**config.mk**
```make
export PLATFORM = sky130hd
export DESIGN_NAME = sent_tx_pulse_gen
export DESIGN_NICKNAME = d
export VERILOG_FILES = /design/src/rtl/sent_tx_pulse_gen.sv
export SDC_FILE = /design/constraint.sdc
export NUM_CORES = 1
export LEC_CHECK = 0
export BUFFER_PORTS_ARGS = -buffer_cell sky130_fd_sc_hd__buf_2
export CORE_ASPECT_RATIO = 0.75
export CORE_MARGIN = 5
export CORE_UTILIZATION = 60
export DETAILED_ROUTE_END_ITERATION = 6
export MAX_ROUTING_LAYER = met4
export PLACE_DENSITY_LB_ADDON = 0.25
export SETUP_SLACK_MARGIN = 0.05
export SLEW_MARGIN = 20
export SYNTH_ARGS = -nofsm -noshare
export SYNTH_HDL_FRONTEND = slang
export SYNTH_SLANG_ARGS = --single-unit
export TNS_END_PERCENT = 50
```
**constraint.sdc**
```tcl
create_clock -name clk -period 3.2 [get_ports clk]
set_input_delay 0.64 -clock clk [delete_from_list [all_inputs] [get_ports clk]]
set_output_delay 0.64 -clock clk [all_outputs]
set_load 0.05 [all_outputs]
```
**src/rtl/sent_tx_pulse_gen.sv**
```systemverilog
// SENT transmitter pulse generator.
// Every period has a fixed low portion followed by a high portion, which
// together make up the period length in ticks. The period is a sync (56
// ticks), a pause (PAUSE_TICKS) or a data nibble (12 + value ticks).
module sent_tx_pulse_gen #(
  parameter int CLK_PER_TICK = 3,
  parameter int LOW_TICKS    = 5,
  parameter int PAUSE_TICKS  = 12
) (
  input  logic       clk,
  input  logic       reset,
  input  logic       sync,
  input  logic       pause,
  input  logic       pulse,
  input  logic [3:0] data_nibble,
  output logic       sent_out,
  output logic       pulse_done,
  output logic       busy
);

  typedef enum logic [1:0] {
    IDLE,
    LOW,
    HIGH
  } state_t;

  typedef enum logic [1:0] {
    PT_NIBBLE,
    PT_SYNC,
    PT_PAUSE
  } period_t;

  localparam logic [7:0] PRESC_LAST    = 8'(CLK_PER_TICK - 1);
  localparam logic [7:0] PRESC_PRE     = 8'(CLK_PER_TICK - 2);
  localparam logic [9:0] LOW_LAST_TICK = 10'(LOW_TICKS - 1);
  localparam logic [9:0] SYNC_LEN      = 10'd56;
  localparam logic [9:0] PAUSE_LEN     = 10'(PAUSE_TICKS);
  localparam logic [9:0] NIBBLE_BASE   = 10'd12;

  state_t      state;
  period_t     period_type;
  logic [3:0]  nibble;
  logic [7:0]  presc;
  logic [9:0]  tick_cnt;

  logic        request;
  logic        tick_done;
  logic [9:0]  period_len;
  logic [9:0]  last_tick;
  logic        low_end;
  logic        high_end;
  logic        high_pre_end;

  // Period length from the latched type and nibble, and the end-of-phase
  // conditions derived from the prescaler and tick counter.
  always_comb begin
    request    = sync | pause | pulse;
    tick_done  = (presc == PRESC_LAST);
    case (period_type)
      PT_SYNC:  period_len = SYNC_LEN;
      PT_PAUSE: period_len = PAUSE_LEN;
      default:  period_len = NIBBLE_BASE + {6'd0, nibble};
    endcase
    last_tick    = period_len - 10'd1;
    low_end      = (state == LOW) && tick_done && (tick_cnt == LOW_LAST_TICK);
    high_end     = (state == HIGH) && tick_done && (tick_cnt == last_tick);
    high_pre_end = (state == HIGH) && (presc == PRESC_PRE) && (tick_cnt == last_tick);
  end

  // Period sequencer: counters, latched period description and registered
  // line outputs. pulse_done is raised one cycle ahead so it lines up with
  // the final high cycle, and the restart decision is taken at its edge.
  always_ff @(posedge clk or negedge reset) begin
    if (!reset) begin
      state       <= IDLE;
      period_type <= PT_NIBBLE;
      nibble      <= 4'd0;
      presc       <= 8'd0;
      tick_cnt    <= 10'd0;
      sent_out    <= 1'b1;
      pulse_done  <= 1'b0;
      busy        <= 1'b0;
    end else begin
      case (state)
        IDLE: begin
          pulse_done <= 1'b0;
          presc      <= 8'd0;
          tick_cnt   <= 10'd0;
          if (request) begin
            state    <= LOW;
            sent_out <= 1'b0;
            busy     <= 1'b1;
          end
        end

        LOW: begin
          pulse_done <= 1'b0;
          if (tick_done) begin
            presc    <= 8'd0;
            tick_cnt <= tick_cnt + 10'd1;
          end else begin
            presc <= presc + 8'd1;
          end
          if (low_end) begin
            state    <= HIGH;
            sent_out <= 1'b1;
            if (sync) begin
              period_type <= PT_SYNC;
              nibble      <= 4'd0;
            end else if (pause) begin
              period_type <= PT_PAUSE;
              nibble      <= 4'd0;
            end else if (pulse) begin
              period_type <= PT_NIBBLE;
              nibble      <= data_nibble;
            end else begin
              period_type <= PT_NIBBLE;
              nibble      <= 4'd0;
            end
          end
        end

        HIGH: begin
          if (high_end) begin
            pulse_done <= 1'b0;
            presc      <= 8'd0;
            tick_cnt   <= 10'd0;
            if (request) begin
              state    <= LOW;
              sent_out <= 1'b0;
            end else begin
              state <= IDLE;
              busy  <= 1'b0;
            end
          end else begin
            pulse_done <= high_pre_end;
            if (tick_done) begin
              presc    <= 8'd0;
              tick_cnt <= tick_cnt + 10'd1;
            end else begin
              presc <= presc + 8'd1;
            end
          end
        end

        default: begin
          state      <= IDLE;
          sent_out   <= 1'b1;
          pulse_done <= 1'b0;
          busy       <= 1'b0;
        end
      endcase
    end
  end

endmodule

```
==> results.cfg <==
[sta]
finalWorstPathRequiredPeriod_ns = 3.047
finalCritPeriodShare = 0.9523
setup_tns_ns = 0
setup_viol = 0
timing.slew.headroom = 0.5757
timing_hold_violations_final = 0
post_layout_worst_setup_margin_ns = 0.1526
finClkSkew_ns = 0.01141
final-max-slew-violation-count = 0
max_clock_freq_ghz = 0.3281
tightest_slew_ns = 0.6336
grt_setup_unrepaired = no

[logic_synthesis]
synth.lib_cells_used.distinct = 50
mapped_avg_cell_area_um2 = 8.709
yosys_register_bits = 29
synth.top_cells.by_area = sky130_fd_sc_hd__dfrtp_1, sky130_fd_sc_hd__ha_1, sky130_fd_sc_hd__nand2_1, sky130_fd_sc_hd__o21ai_0, sky130_fd_sc_hd__nor2_1
synth_top_area_share = 0.3529
edff_count_synth = 0
post_synth_most_frequent_cells = sky130_fd_sc_hd__dfrtp_1, sky130_fd_sc_hd__nand2_1, sky130_fd_sc_hd__nor2_1
synth_async_sr_flop_share = 1.000
synthCells = 228
net_count_after_synthesis = 251
synthDominantAreaCellType = sky130_fd_sc_hd__dfrtp_1
synth.yosys.seq_area_share = 0.3661
netlist_area_um2 = 1986
number_of_warnings_printed_during_yosys_synthesis = 0
yosys_most_used_dff = sky130_fd_sc_hd__dfrtp_1

[detailed_routing]
drt-vias-per-instance = 6.116
drt.antenna.violating_nets = 0
routed_length_per_instance_um = 15.76
routed-via-count = 1743
dr.first_iter.drc_count = 87
drt_pre_antenna_iters = 4
post-route-drc-count = 0
finalWirelength_mm = 4.493

[grt]
first_pass_grt_wire_length_mm = 7.203
globalRouteTotalUtil = 0.2060
grt_max_degree = 31
antenna_found_initial = 0
grt_overflow_total = 0
grt_pass1_vias = 1479

[power_and_ir_drop]
irDropWorstVdd_mv = 0.4186
power_density_nw_per_um2 = 466.9
power.leakage_nw = 0.9929

[worst_setup_path]
cp.arrival_ns = 3.22
critPathRequiredTime_ns = 3.38
endpoint_kind = register
setup.worst_path.start_class = register
criticalPathCategory = reg -> reg
r2r_cells = 12
timing.critical_path.fanout_max = 6

[floorplanning]
row_count = 18
die_h_um = 59.82
fp.coreArea_um2 = 3243
io_pins = 12
initial_utilization = 0.6123
horizontal_die_dimension_um = 76.43
dieArea_um2 = 4572

[clocking]
clock_tree.buffer_depth = 2
clk_latency_ns = 0.29
tritoncts.num_buffers = 5
cts_num_sinks = 29
clkTransAtPathRegs_ns = 0.07
root_buffer = sky130_fd_sc_hd__clkbuf_8
cts_hold_buffers = 0
ctsHtreeMaxLevel = 2
tritoncts = done

[placed_design]
detailedPlace.worstSlack_ns = 0.07735
gp_congestion = 0.8797
port_buffers = 11
post-dp-hpwl_mm = 3.149

[finish]
nets = 267
drive_gt1_frac = 0.1551
diodes = 0
area_delta_synth_final_pct = 11.47

[worst_hold_path]
hp-class = in -> async

[outcome]
outcome = finished clean

[flow_run]
max_cap_viol_count = 0
## per-stage QoR
step,area (um^2),util,hold slack (ns),total power (W),std cells
6_report,2213,0.6825,0.3682,0.001033,285
5_1_grt,2213,0.6825,0.4216,0.001083,285
4_1_cts,2157,0.6651,0.4049,0.001024,282
3_5_place_dp,2071,0.6385,0.4833,0.0007324,274
3_3_place_gp,2071,0.6385,0.4942,0.0007311,274
2_1_floorplan,1986,-,0.3444,0.0006530,228
## sequential cells by signal, summed over array words and instances, names as in the netlist
name,flops
busy,1
nibble,4
period_type,2
presc,8
pulse_done,1
sent_out,1
state,2
tick_cnt,10
## logic make-up (layout without fill, tap and decap cells)
family / Yosys count / count (layout) / share of synthesized area
simple gates: 100 / 100 / 0.2584
buf+inv: 23 / 40 / 0.05355
flops: 29 / 29 / 0.3661
mux: 5 / 5 / 0.02521
xor+xnor: 13 / 13 / 0.05734
compound gates: 44 / 44 / 0.1512
fa+ha+maj: 14 / 14 / 0.08822
## worst max-delay path, cell delays in order, from the launching register on
cell and delay (ns):
sky130_fd_sc_hd__dfrtp_1 0.35, sky130_fd_sc_hd__inv_1 0.07, sky130_fd_sc_hd__ha_1 0.33, sky130_fd_sc_hd__nand2_1 0.11
sky130_fd_sc_hd__ha_1 0.19, sky130_fd_sc_hd__nand4_1 0.10, sky130_fd_sc_hd__ha_1 0.31, sky130_fd_sc_hd__xor2_1 0.16
sky130_fd_sc_hd__nor3_2 0.17, sky130_fd_sc_hd__nand4_1 0.20, sky130_fd_sc_hd__o41a_4 0.47, sky130_fd_sc_hd__buf_12 0.15
sky130_fd_sc_hd__o32a_1 0.32
## final timing paths
path	slack (ns)	start	end
worst min-delay path	0.37	reset	busy
worst max-delay path	0.15	period_type[0]	state[1]
max in group asynchronous	2.41	reset	tick_cnt[8]
worst max register to register	0.15	period_type[0]	state[1]
worst min register to register	0.50	sent_out	sent_out
min in group clk	0.50	sent_out	sent_out
## power by group
group	internal [W]	switching [W]
combinational	0.000101	0.000200
clock	0.000150	0.000152
sequential	0.000400	0.0000311
## cells in the final DEF, fill, tap and decap left out, types with 2 or more instances in the layout
master	netlist	final
sky130_fd_sc_hd__ha_1	14	14
sky130_fd_sc_hd__mux2i_1	5	5
sky130_fd_sc_hd__o221ai_1	2	2
sky130_fd_sc_hd__o32a_1	2	2
sky130_fd_sc_hd__nor4_1	3	2
sky130_fd_sc_hd__o21ai_0	17	17
sky130_fd_sc_hd__o22ai_1	2	2
sky130_fd_sc_hd__nand2_1	28	28
sky130_fd_sc_hd__nand4_1	11	11
sky130_fd_sc_hd__buf_2	1	11
sky130_fd_sc_hd__dfrtp_1	28	28
sky130_fd_sc_hd__nor2b_1	2	2
sky130_fd_sc_hd__nor2_1	21	21
sky130_fd_sc_hd__o31ai_1	3	3
sky130_fd_sc_hd__nand3_1	4	4
sky130_fd_sc_hd__xor2_1	6	6
sky130_fd_sc_hd__and3_1	2	2
sky130_fd_sc_hd__buf_4	0	7
sky130_fd_sc_hd__xnor2_1	7	7
sky130_fd_sc_hd__clkbuf_8	1	5
sky130_fd_sc_hd__a21oi_1	4	4
sky130_fd_sc_hd__nand3b_1	3	3
sky130_fd_sc_hd__and2_1	3	3
sky130_fd_sc_hd__inv_1	13	13
sky130_fd_sc_hd__clkinv_2	0	2
sky130_fd_sc_hd__o211ai_1	5	5
sky130_fd_sc_hd__nor3_1	11	10
## per-layer routing
| metal | up-vias | track usage | share of wire |
|---|---|---|---|
| li1 | 851 | - | - |
| met4 | 0 | 0.05486 | 0.0089 |
| met5 | - | - | 0 |
| met2 | 55 | 0.2829 | 0.44 |
| met1 | 831 | 0.3009 | 0.49 |
| met3 | 6 | 0.05120 | 0.062 |
## timing repair
action | 4_1_cts | 5_1_grt
hold endpoints to repair | 0 | 0
endpoints found under the setup margin | 0 | 13
buffers inserted | 0 | 3
resized for setup | 0 | 4
## cell type report
class / instances / area, um^2
multi-input combinational: 176 / 1174
tap: 40 / 50.05
clock inverter: 3 / 17.52
timing repair buffer: 19 / 127.6
inverter: 13 / 48.80
sequential: 29 / 726.9
fill: 263 / 1030
clock buffer: 5 / 68.82
(Power assumes the default switching activity.)
